--- src/rtl/my_serial_pkg.sv ---
// Shared types and defaults for the serial UART: FSM state encodings,
// frame geometry and parameter defaults.
package my_serial_pkg;

    localparam int FRAME_BITS           = 8;
    localparam int DEFAULT_CLKS_PER_BIT = 434;
    localparam int DEFAULT_FIFO_DEPTH   = 16;

    typedef enum logic [1:0] {
        TX_IDLE  = 2'd0,
        TX_START = 2'd1,
        TX_DATA  = 2'd2,
        TX_STOP  = 2'd3
    } tx_state_t;

    typedef enum logic [1:0] {
        RX_IDLE  = 2'd0,
        RX_START = 2'd1,
        RX_DATA  = 2'd2,
        RX_STOP  = 2'd3
    } rx_state_t;

endpackage

--- src/rtl/my_sync_fifo.sv ---
// Show-ahead synchronous FIFO; flags decode only from the registered occupancy.
// A pop on a full FIFO frees the slot for a same-cycle push.
module my_sync_fifo
    import my_serial_pkg::*;
#(
    parameter int WIDTH = 8,
    parameter int DEPTH = DEFAULT_FIFO_DEPTH
) (
    input  logic             clk,
    input  logic             rst_n,
    input  logic             push,
    input  logic [WIDTH-1:0] push_data,
    input  logic             pop,
    output logic [WIDTH-1:0] head_data,
    output logic             empty,
    output logic             full
);

    localparam int            AW       = $clog2(DEPTH);
    localparam logic [AW:0]   CNT_FULL = (AW+1)'(DEPTH);

    logic [WIDTH-1:0] mem_r [DEPTH];
    logic [AW-1:0]    wr_ptr_r;
    logic [AW-1:0]    rd_ptr_r;
    logic [AW:0]      count_r;
    logic             push_ok_s;
    logic             pop_ok_s;

    assign empty     = (count_r == {(AW+1){1'b0}});
    assign full      = (count_r == CNT_FULL);
    assign pop_ok_s  = pop && !empty;
    assign push_ok_s = push && (!full || pop_ok_s);
    assign head_data = empty ? {WIDTH{1'b0}} : mem_r[rd_ptr_r];

    // Storage array; contents are don't-care while unoccupied.
    always_ff @(posedge clk) begin
        if (push_ok_s) begin
            mem_r[wr_ptr_r] <= push_data;
        end
    end

    // Pointers wrap naturally because DEPTH is a power of two.
    always_ff @(posedge clk or negedge rst_n) begin
        if (!rst_n) begin
            wr_ptr_r <= {AW{1'b0}};
            rd_ptr_r <= {AW{1'b0}};
            count_r  <= {(AW+1){1'b0}};
        end else begin
            if (push_ok_s) begin
                wr_ptr_r <= wr_ptr_r + 1'b1;
            end
            if (pop_ok_s) begin
                rd_ptr_r <= rd_ptr_r + 1'b1;
            end
            case ({push_ok_s, pop_ok_s})
                2'b10:   count_r <= count_r + 1'b1;
                2'b01:   count_r <= count_r - 1'b1;
                default: count_r <= count_r;
            endcase
        end
    end

endmodule

--- src/rtl/my_serial_uart.sv ---
// 8N1 UART with TX and RX FIFOs facing the data memory serial port.
// TX line and all status pulses are registered.
module my_serial_uart
    import my_serial_pkg::*;
#(
    parameter int CLKS_PER_BIT = DEFAULT_CLKS_PER_BIT,
    parameter int FIFO_DEPTH   = DEFAULT_FIFO_DEPTH
) (
    input  logic       clk,
    input  logic       rst_n,
    input  logic [7:0] tx_data_in,
    input  logic       tx_wren_in,
    output logic       tx_ready_out,
    input  logic       rx_rden_in,
    output logic [7:0] rx_data_out,
    output logic       rx_valid_out,
    output logic       rx_overrun_out,
    output logic       rx_frame_err_out,
    input  logic       uart_rxd_in,
    output logic       uart_txd_out
);

    localparam logic [15:0] BIT_LAST  = 16'(CLKS_PER_BIT - 1);
    localparam logic [15:0] HALF_LAST = 16'(CLKS_PER_BIT / 2 - 1);
    localparam logic [2:0]  LAST_BIT  = 3'(FRAME_BITS - 1);

    tx_state_t   tx_state_r;
    logic [15:0] tx_cnt_r;
    logic [2:0]  tx_bit_r;
    logic [7:0]  tx_shift_r;
    logic        tx_txd_r;
    logic [7:0]  tx_head_s;
    logic        tx_empty_s;
    logic        tx_full_s;
    logic        tx_pop_s;
    logic        tx_bit_end_s;

    rx_state_t   rx_state_r;
    logic [15:0] rx_cnt_r;
    logic [2:0]  rx_bit_r;
    logic [7:0]  rx_shift_r;
    logic [1:0]  rx_sync_r;
    logic        rx_last_r;
    logic        rx_overrun_r;
    logic        rx_frame_err_r;
    logic        rx_bit_s;
    logic        rx_bit_end_s;
    logic        rx_push_s;
    logic        rx_empty_s;
    logic        rx_full_s;

    my_sync_fifo #(.WIDTH(8), .DEPTH(FIFO_DEPTH)) u_tx_fifo (
        .clk       (clk),
        .rst_n     (rst_n),
        .push      (tx_wren_in),
        .push_data (tx_data_in),
        .pop       (tx_pop_s),
        .head_data (tx_head_s),
        .empty     (tx_empty_s),
        .full      (tx_full_s)
    );

    my_sync_fifo #(.WIDTH(8), .DEPTH(FIFO_DEPTH)) u_rx_fifo (
        .clk       (clk),
        .rst_n     (rst_n),
        .push      (rx_push_s),
        .push_data (rx_shift_r),
        .pop       (rx_rden_in),
        .head_data (rx_data_out),
        .empty     (rx_empty_s),
        .full      (rx_full_s)
    );

    assign tx_ready_out     = !tx_full_s;
    assign rx_valid_out     = !rx_empty_s;
    assign uart_txd_out     = tx_txd_r;
    assign rx_overrun_out   = rx_overrun_r;
    assign rx_frame_err_out = rx_frame_err_r;

    assign tx_bit_end_s = (tx_cnt_r == BIT_LAST);
    // Popping at the end of STOP is what makes back-to-back frames gapless.
    assign tx_pop_s     = !tx_empty_s &&
                          ((tx_state_r == TX_IDLE) || ((tx_state_r == TX_STOP) && tx_bit_end_s));

    // Transmit FSM: shifts the popped byte out LSB first behind a start bit.
    always_ff @(posedge clk or negedge rst_n) begin
        if (!rst_n) begin
            tx_state_r <= TX_IDLE;
            tx_cnt_r   <= 16'd0;
            tx_bit_r   <= 3'd0;
            tx_shift_r <= 8'd0;
            tx_txd_r   <= 1'b1;
        end else begin
            case (tx_state_r)
                TX_IDLE: begin
                    tx_cnt_r <= 16'd0;
                    if (tx_pop_s) begin
                        tx_shift_r <= tx_head_s;
                        tx_txd_r   <= 1'b0;
                        tx_state_r <= TX_START;
                    end else begin
                        tx_txd_r   <= 1'b1;
                    end
                end
                TX_START: begin
                    if (tx_bit_end_s) begin
                        tx_cnt_r   <= 16'd0;
                        tx_bit_r   <= 3'd0;
                        tx_txd_r   <= tx_shift_r[0];
                        tx_state_r <= TX_DATA;
                    end else begin
                        tx_cnt_r   <= tx_cnt_r + 16'd1;
                    end
                end
                TX_DATA: begin
                    if (tx_bit_end_s) begin
                        tx_cnt_r <= 16'd0;
                        if (tx_bit_r == LAST_BIT) begin
                            tx_txd_r   <= 1'b1;
                            tx_state_r <= TX_STOP;
                        end else begin
                            tx_bit_r   <= tx_bit_r + 3'd1;
                            tx_txd_r   <= tx_shift_r[1];
                            tx_shift_r <= {1'b0, tx_shift_r[7:1]};
                        end
                    end else begin
                        tx_cnt_r <= tx_cnt_r + 16'd1;
                    end
                end
                TX_STOP: begin
                    if (tx_bit_end_s) begin
                        tx_cnt_r <= 16'd0;
                        if (tx_pop_s) begin
                            tx_shift_r <= tx_head_s;
                            tx_txd_r   <= 1'b0;
                            tx_state_r <= TX_START;
                        end else begin
                            tx_state_r <= TX_IDLE;
                        end
                    end else begin
                        tx_cnt_r <= tx_cnt_r + 16'd1;
                    end
                end
                default: begin
                    tx_state_r <= TX_IDLE;
                    tx_cnt_r   <= 16'd0;
                    tx_txd_r   <= 1'b1;
                end
            endcase
        end
    end

    assign rx_bit_s     = rx_sync_r[1];
    assign rx_bit_end_s = (rx_cnt_r == BIT_LAST);
    assign rx_push_s    = (rx_state_r == RX_STOP) && rx_bit_end_s && rx_bit_s;

    // Two-flop synchronizer plus one history flop for falling-edge detection.
    always_ff @(posedge clk or negedge rst_n) begin
        if (!rst_n) begin
            rx_sync_r <= 2'b11;
            rx_last_r <= 1'b1;
        end else begin
            rx_sync_r <= {rx_sync_r[0], uart_rxd_in};
            rx_last_r <= rx_sync_r[1];
        end
    end

    // Receive FSM: half-bit start check, then mid-bit sampling of data and stop.
    always_ff @(posedge clk or negedge rst_n) begin
        if (!rst_n) begin
            rx_state_r     <= RX_IDLE;
            rx_cnt_r       <= 16'd0;
            rx_bit_r       <= 3'd0;
            rx_shift_r     <= 8'd0;
            rx_overrun_r   <= 1'b0;
            rx_frame_err_r <= 1'b0;
        end else begin
            rx_overrun_r   <= 1'b0;
            rx_frame_err_r <= 1'b0;
            case (rx_state_r)
                RX_IDLE: begin
                    rx_cnt_r <= 16'd0;
                    if (rx_last_r && !rx_bit_s) begin
                        rx_state_r <= RX_START;
                    end else begin
                        rx_state_r <= RX_IDLE;
                    end
                end
                RX_START: begin
                    if (rx_cnt_r == HALF_LAST) begin
                        rx_cnt_r   <= 16'd0;
                        rx_bit_r   <= 3'd0;
                        rx_state_r <= rx_bit_s ? RX_IDLE : RX_DATA;
                    end else begin
                        rx_cnt_r   <= rx_cnt_r + 16'd1;
                    end
                end
                RX_DATA: begin
                    if (rx_bit_end_s) begin
                        rx_cnt_r   <= 16'd0;
                        rx_shift_r <= {rx_bit_s, rx_shift_r[7:1]};
                        if (rx_bit_r == LAST_BIT) begin
                            rx_state_r <= RX_STOP;
                        end else begin
                            rx_bit_r   <= rx_bit_r + 3'd1;
                        end
                    end else begin
                        rx_cnt_r <= rx_cnt_r + 16'd1;
                    end
                end
                RX_STOP: begin
                    if (rx_bit_end_s) begin
                        rx_cnt_r   <= 16'd0;
                        rx_state_r <= RX_IDLE;
                        if (rx_bit_s) begin
                            rx_overrun_r   <= rx_full_s && !rx_rden_in;
                        end else begin
                            rx_frame_err_r <= 1'b1;
                        end
                    end else begin
                        rx_cnt_r <= rx_cnt_r + 16'd1;
                    end
                end
                default: begin
                    rx_state_r <= RX_IDLE;
                    rx_cnt_r   <= 16'd0;
                end
            endcase
        end
    end

endmodule

--- config.mk ---
export PLATFORM = sky130hd
export DESIGN_NAME = my_serial_uart
export DESIGN_NICKNAME = d
export VERILOG_FILES = /design/src/rtl/my_serial_pkg.sv /design/src/rtl/my_sync_fifo.sv /design/src/rtl/my_serial_uart.sv
export SDC_FILE = /design/constraint.sdc
export NUM_CORES = 1
export LEC_CHECK = 0
export BUFFER_PORTS_ARGS = -buffer_cell sky130_fd_sc_hd__buf_2
export CORE_MARGIN = 2
export CORE_UTILIZATION = 45
export CTS_CLUSTER_DIAMETER = 200
export DETAILED_ROUTE_END_ITERATION = 8
export SYNTH_ARGS = -nofsm -noshare
export SYNTH_HDL_FRONTEND = slang
export SYNTH_SLANG_ARGS = --single-unit
--- constraint.sdc ---
create_clock -name clk -period 4.25 [get_ports clk]
set_clock_uncertainty 0.15 [all_clocks]
set_input_delay 0.6375 -clock clk [delete_from_list [all_inputs] [get_ports clk]]
set_output_delay 0.6375 -clock clk [all_outputs]
set_load 0.05 [all_outputs]
### Yosys cells after proc, flatten, opt, wreduce, memory -nomap -nowiden

Memories as Yosys holds them, arrays and structs flattened.
Index checks and enable logic that the tools add are counted.

| storage, ports and cells | value |
|---|---|
| bits in writable memories | 256 |
| bits in latches | 0 |
| register bits | 90 |
| memory bits (read-only) | 0 |
| memories | 2 |
| logic and storage cells | 152 |

Memory list:

| name | words | width | rd ports | clocked after Yosys merged registers in | write ports | RTL line | RTL |
|---|---|---|---|---|---|---|---|
| u_rx_fifo.mem_r | 16 | 8 | 1 | 0 | 1 | my_sync_fifo.sv:22 | `logic [WIDTH-1:0] mem_r [DEPTH];` |
| u_tx_fifo.mem_r | 16 | 8 | 1 | 0 | 1 | my_sync_fifo.sv:22 |  |

| operators by class | value |
|---|---|
| $lt $le $gt $ge | 0 |
| mux-type cells | 53 |
| add/sub/neg operators | 12 |
| bitwise gates (word level) | 0 |
| multipliers | 0 |
| reductions and logical operators | 37 |
| shift operators | 0 |
| divide/modulo/power cells | 0 |
| equal/unequal tests | 29 |

Operators with widths:

| operator | number |
|---|---|
| 16-bit two-way mux | 3 |
| 8-bit two-way mux | 6 |
| 16-bit case mux with 3 select lines | 1 |
| 16-bit by 1-bit adder with 16-bit output, second input constant | 2 |
| 16-bit by 9-bit equality test with 1-bit output, second input constant | 2 |
| 16-bit case mux with 2 select lines | 1 |
| 8-bit case mux with 3 select lines | 1 |
| 2-bit two-way mux | 10 |
| 2-bit inequality test, second input constant | 10 |
| 5-bit case mux with 2 select lines | 2 |
| 4-bit AND reduction | 5 |
| 1-bit two-way mux | 18 |
| 3-bit two-way mux | 6 |
| 4-bit by 1-bit adder with 4-bit output, second input constant | 4 |
| 16-bit by 8-bit equality test with 1-bit output, second input constant | 1 |
| 2-bit case mux with 4 select lines | 2 |
| 2-bit equality test, second input constant | 6 |
| 3-bit case mux with 2 select lines | 2 |
| 5-bit by 1-bit adder with 5-bit output, second input constant | 2 |
| 5-bit equality test, second input constant | 2 |
| 1-bit logical AND | 10 |
| 5-bit zero test | 2 |
| 5-bit by 1-bit subtractor with 5-bit output, second input constant | 2 |
| 2-bit by 1-bit equality test with 1-bit output, second input constant | 4 |
| other kinds (13) | 27 |

### Logic depth before layout (Yosys ltp)

| depth | value |
|---|---|
| depth after elaboration | 9 |
| depth in mapped cells | 16 |
| mapped depth without buffers | 14 |

### Modules after synthesis

A second synthesis with hierarchy kept.

| unflattened totals | value |
|---|---|
| cell total of the unflattened synthesis | 905 |
| area, all modules | 14993.1 um2 |

Modules (own cells, without submodules):

| module | cells an instance | area each (um2) | instances |
|---|---|---|---|
| my_sync_fifo | 302 | 5878.1 | 2 |
| my_serial_uart | 301 | 3236.9 | 1 |

### Least setup slack after synthesis

No wires, ideal clock.

| timing | value |
|---|---|
| path type | flip-flop to flip-flop |
| from | register u_tx_fifo.count_r[1] |
| to | register u_tx_fifo.count_r[4] |
| required time | 4020 ps |
| stages on the path, launching flop included | 15 |
| buffers on the path | 2 |
| setup time | 80 ps |
| path slack | 421 ps |
| clock period less this slack | 3829 ps |
| arrival | 3599 ps |
| cell sequence | dfrtp_1 -> nor4_1 -> nand2_1 -> a311oi_1 -> nand2b_1 -> buf_2 -> buf_2 -> ha_1 -> inv_1 -> fa_1 -> nor2b_1 -> o21ai_0 -> and3_1 -> nor3_1 -> xnor2_1 |

| on the way | value |
|---|---|
| elaborated cells between the ends (all ways) | 14 |
| those cells by class | add/sub (2); eq/ne (3); mux (1); reduce/logical (8) |

RTL lines:

| element | RTL line | RTL |
|---|---|---|
| start, declared | my_sync_fifo.sv:25 | `logic [AW:0] count_r;` |
| start signal, assigned | my_sync_fifo.sv:47 | `count_r <= {(AW+1){1'b0}};` |
| start signal, assigned | my_sync_fifo.sv:56 | `2'b10: count_r <= count_r + 1'b1;` |
| start signal, assigned | my_sync_fifo.sv:57 | `2'b01: count_r <= count_r - 1'b1;` |
| 5-bit equality test (*) | my_sync_fifo.sv:30 | `assign full = (count_r == CNT_FULL);` |
| 1-bit zero test (*) | n/a |  |
| named net tx_ready_out | my_serial_uart.sv:13 | `output logic tx_ready_out,` |
| 1-bit logical OR (*) | my_sync_fifo.sv:32 | `assign push_ok_s = push && (!full \|\| pop_ok_s);` |
| 1-bit logical AND (*) | my_sync_fifo.sv:32 |  |
| 2-bit by 1-bit equality test with 1-bit output / 2-bit equality test (equally long branches) | my_sync_fifo.sv:55 | `case ({push_ok_s, pop_ok_s})` |
| 5-bit case mux with 2 select lines / 2-bit nonzero test (equally long branches) | n/a |  |

Mark *: on every way through the listed nets, which the timed path passes. The rest lies on a longest branch.
A chain may end at the register's enable or synchronous reset.

### Final worst setup path

| timing | value |
|---|---|
| from | register tx_cnt_r[10] |
| to | register u_tx_fifo.count_r[4] |

| on the way | value |
|---|---|
| longest elaborated chain between the ends | 9 |
| elaborated cells between the ends (all ways) | 11 |
| those cells by class | eq/ne (3); mux (1); reduce/logical (7) |

RTL lines:

| element | RTL line | RTL |
|---|---|---|
| start, declared | my_serial_uart.sv:28 | `logic [15:0] tx_cnt_r;` |
| start signal, assigned | my_serial_uart.sv:112 | `tx_cnt_r <= tx_cnt_r + 16'd1;` |
| start signal, assigned | my_serial_uart.sv:127 | `tx_cnt_r <= tx_cnt_r + 16'd1;` |
| start signal, assigned | my_serial_uart.sv:141 | `tx_cnt_r <= tx_cnt_r + 16'd1;` |
| 16-bit by 9-bit equality test with 1-bit output (*) | my_serial_uart.sv:80 | `assign tx_bit_end_s = (tx_cnt_r == BIT_LAST);` |
| 1-bit logical AND (*) | my_serial_uart.sv:83 | `((tx_state_r == TX_IDLE) \|\| ((tx_state_r == TX_STOP) && tx_bit_end_s));` |
| 1-bit logical OR (*) | my_serial_uart.sv:83 |  |
| 1-bit logical AND (*) | my_serial_uart.sv:82 | `assign tx_pop_s = !tx_empty_s &&` |
| 1-bit logical AND (*) | my_sync_fifo.sv:31 | `assign pop_ok_s = pop && !empty;` |
| 1-bit logical OR | my_sync_fifo.sv:32 |  |
| 1-bit logical AND | my_sync_fifo.sv:32 |  |
| 2-bit by 1-bit equality test with 1-bit output / 2-bit equality test (equally long branches) | my_sync_fifo.sv:55 |  |
| 5-bit case mux with 2 select lines / 2-bit nonzero test (equally long branches) | n/a |  |
| end signal, assigned | my_sync_fifo.sv:56 |  |
| end signal, assigned | my_sync_fifo.sv:57 |  |
| end signal, assigned | my_sync_fifo.sv:58 | `default: count_r <= count_r;` |

Mark *: on every way between the ends. The rest lies on a longest branch, timed or not.

==> out/metrics.yaml <==
path_clk_slew_ps: 60
maxCapViolations: 0
fmax_ghz: 0.278
htree_levels: 2
synth_flop_cell: "edfxtp_1"
arrival_ps: 3870
die-height_um: 184
areaGrowthSynthToFinish_pct: 13.4
antenna_cells: 0
grt-ovfl-total: 0
grt_pass1_wl_um: 44400
antenna_found_initial: 0
syn_nets: 937
worstPathCellList: "or4b_4 > nor4_4 > a311oi_1 > nand2b_1 > buf_4 > ha_1 > ha_1 > nor2b_1 > o21ai_0 > a21oi_1 > nor3_1 > xnor2_1"
tns_ps: 0
critical_path_class: "reg -> reg"
path_common_cell: "ha_1"
gp_congestion: 0.749
wl_um: 27800
clkPwrFrac_pct: 35.6
period_share_pct: 84.6
final_nets: 992
dieArea_sq_mm: 0.0340
tritoncts: "built"
clk-insertion-delay-late_ps: 510
via_count: 7569
drive_gt1_share_pct: 22.2
synthTopCellsByArea: "edfxtp_1 (52%), dfrtp_1 (15%), mux4_2 (9.5%)"
yosysMostFrequentCell: "edfxtp_1"
grt.total_usage_pct: 17.1
cts_buffers: 37
hold_path_class: "in -> async"
yosysTopAreaCell: "edfxtp_1"
ctsResizeCount: 0
hold_buffers: 0
fp.coreArea_sq_mm: 0.0323
critical_path.max_stage_delay_ps: 560
clkSinkCount: 346
combinationalPowerShare_pct: 15.4
power_density_mw_per_mm2: 504
start_util_pct: 45.4
ant_nets: 0
avgSynthCellArea_sq_um: 16.4
max_slew_margin_pct: 41.6
cts_root_buf: "clkbuf_16"
avgRoutedWirePerCell_um: 19.7
dr.pass1.iters: 5
p_sw_mw: 2.19
fin_crit_ps: 3600
ys_async_sr_fraction_pct: 26.0
yosysUniqueCellTypes: 55
ios: 26
power_mw: 8.36
outcome: "complete, no violations"
start_kind: "flop"
drv_slew: 0
irDropWorstVdd_mv: 0.332
finalHoldViolCount: 0
synth_top_cell_area_share_pct: 52.5
yosysWarnings: 0
grt_max_degree: 53
cts_buffer_depth: 3
leakagePower_nw: 6.36
rsz0062_at_grt: "false"
die_x_um: 184
slowest_stage: "or4b_4"
seq_area_frac_synth_pct: 67.9
cp_max_fo: 19
drt_iter0_drc: 427
grt_pass1_vias: 7727
setup_viol: 0
p_int_mw: 6.17
rows: 66
port_buffers: 25
ys_top_cells_by_count: "edfxtp_1 (256), dfrtp_1 (86), mux4_2 (62)"
synth_edf_count: 256
p_sw_share_pct: 26.2
seq_power_share_pct: 49.0
end_kind: "flop"
worst_pin_slew_ps: 872
critPathRequiredTime_ps: 4530
synthesis.instances: 891
synth_seq_cells: 346
dp_hpwl_um: 17500
vias_per_cell: 5.35
synth_area_sq_mm: 0.0146
post_cts_buffers: 0
drc: 0
fillers: 2678
-- power groups by stage --
stage / Combinational [mW] / Sequential [mW] / Clock (mW)
floorplan: 1.05 / 4.03 / 0
global placement: 1.30 / 4.16 / 0
detailed placement: 1.31 / 4.17 / 0
CTS: 1.32 / 4.10 / 3.07
global route: 1.43 / 4.13 / 3.19
finish: 1.29 / 4.10 / 2.97
-- area by class of cell --
cell class,count,area (sq um),area share [%]
Sequential cell,346,9950,59.9
Clock buffer,51,1020,6.13
Timing Repair Buffer,59,408,2.46
Clock inverter,15,96.3,0.580
Tap cell,442,553,3.33
Inverter,26,97.6,0.588
Multi-Input combinational cell,476,4490,27.0
-- state kept, by name, summed over array words and instances (netlist names), 2 cells and up, named ones only --
name	count
rx_bit_r	3
rx_cnt_r	16
rx_shift_r	8
rx_sync_r	2
tx_bit_r	3
tx_cnt_r	16
tx_shift_r	8
tx_state_r	2
u_rx_fifo.count_r	5
u_rx_fifo.mem_r	128
u_rx_fifo.rd_ptr_r	4
u_rx_fifo.wr_ptr_r	4
u_tx_fifo.count_r	5
u_tx_fifo.mem_r	128
u_tx_fifo.rd_ptr_r	4
u_tx_fifo.wr_ptr_r	4
-- critical path: cells and delay by family, from the launching register on --
kind	cells	cell delay [ps]
AOI/OAI and AO/OA	3	530
xor gates and xnor gates	1	140
adders and majority gates	2	590
buffers and inverters	1	200
DFF	1	430
and+or+nand+nor	5	1480
-- through the flow --
step                hold slack [ps]  utilization [%]  worst slack [ps]  instances  cell area, sq um
global placement                196             48.0               717       1349             15500
global route                   59.5             51.4               320       1415             16600
finish                         11.9             51.4               653       1415             16600
CTS                            32.9             51.4               635       1415             16600
detailed placement              197             48.0               642       1349             15500
floorplan                       192                -               421        891             14600
-- metal layers --
| metal | share of wire (%) | up-vias | global-route usage (%) |
|---|---|---|---|
| met5 | 0 | - | 0 |
| met4 | 1.9 | 0 | 4.67 |
| met3 | 4.1 | 39 | 2.53 |
| met2 | 49 | 147 | 28.0 |
| met1 | 45 | 3842 | 24.1 |
| li1 | - | 3541 | - |
-- path summary, 6_finish.rpt --
| path | startpoint | end | slack (ps) | cells past startpoint |
|---|---|---|---|---|
| setup reg to reg | tx_cnt_r[10] | u_tx_fifo.count_r[4] | 650 | 12 |
| hold / removal | rst_n | tx_shift_r[2] | 10 | 1 |
| hold reg to reg | rx_sync_r[0] | rx_sync_r[1] | 200 | 0 |
| max in group asynchronous | rst_n | rx_sync_r[0] | 3050 | 2 |
| setup / recovery | tx_cnt_r[10] | u_tx_fifo.count_r[4] | 650 | 12 |
| min in group clk | uart_rxd_in | rx_sync_r[0] | 80 | 1 |
-- cell usage in the layout (no fill, tap or decap), types with 6 or more instances in the layout --
master     count
dfrtp_1       84
mux2_2        24
and2_1        13
buf_4         33
a21oi_1        9
clkbuf_1      10
nand3_1       20
clkbuf_16     37
clkinv_1      10
nand4_1       10
inv_1         25
mux2i_1       27
ha_1          31
edfxtp_1     256
a22oi_1       10
buf_2         24
nor4_2         6
nor2b_1       13
nand2_1       41
nor2_1        58
o211ai_1      14
mux4_2        62
o21ai_0       12
xnor2_1       22
nor3_1        12
xor2_1        27
nor4_1         6
-- kinds of logic (layout without fill, tap and decap cells) --
logic type               Yosys count  count (layout)  synth area share [%]
flip-flops                       346             346                  67.9
AND/OR/NAND/NOR                  209             209                  7.59
multiplexers                     113             113                  13.2
AO/OA/AOI/OAI                     72              72                  3.58
buffers and inverters             69             151                  1.86
XOR/XNOR                          49              49                  2.93
adder cells (fa/ha/maj)           33              33                  2.92
No activity file was read; power rests on OpenSTA's default activity.
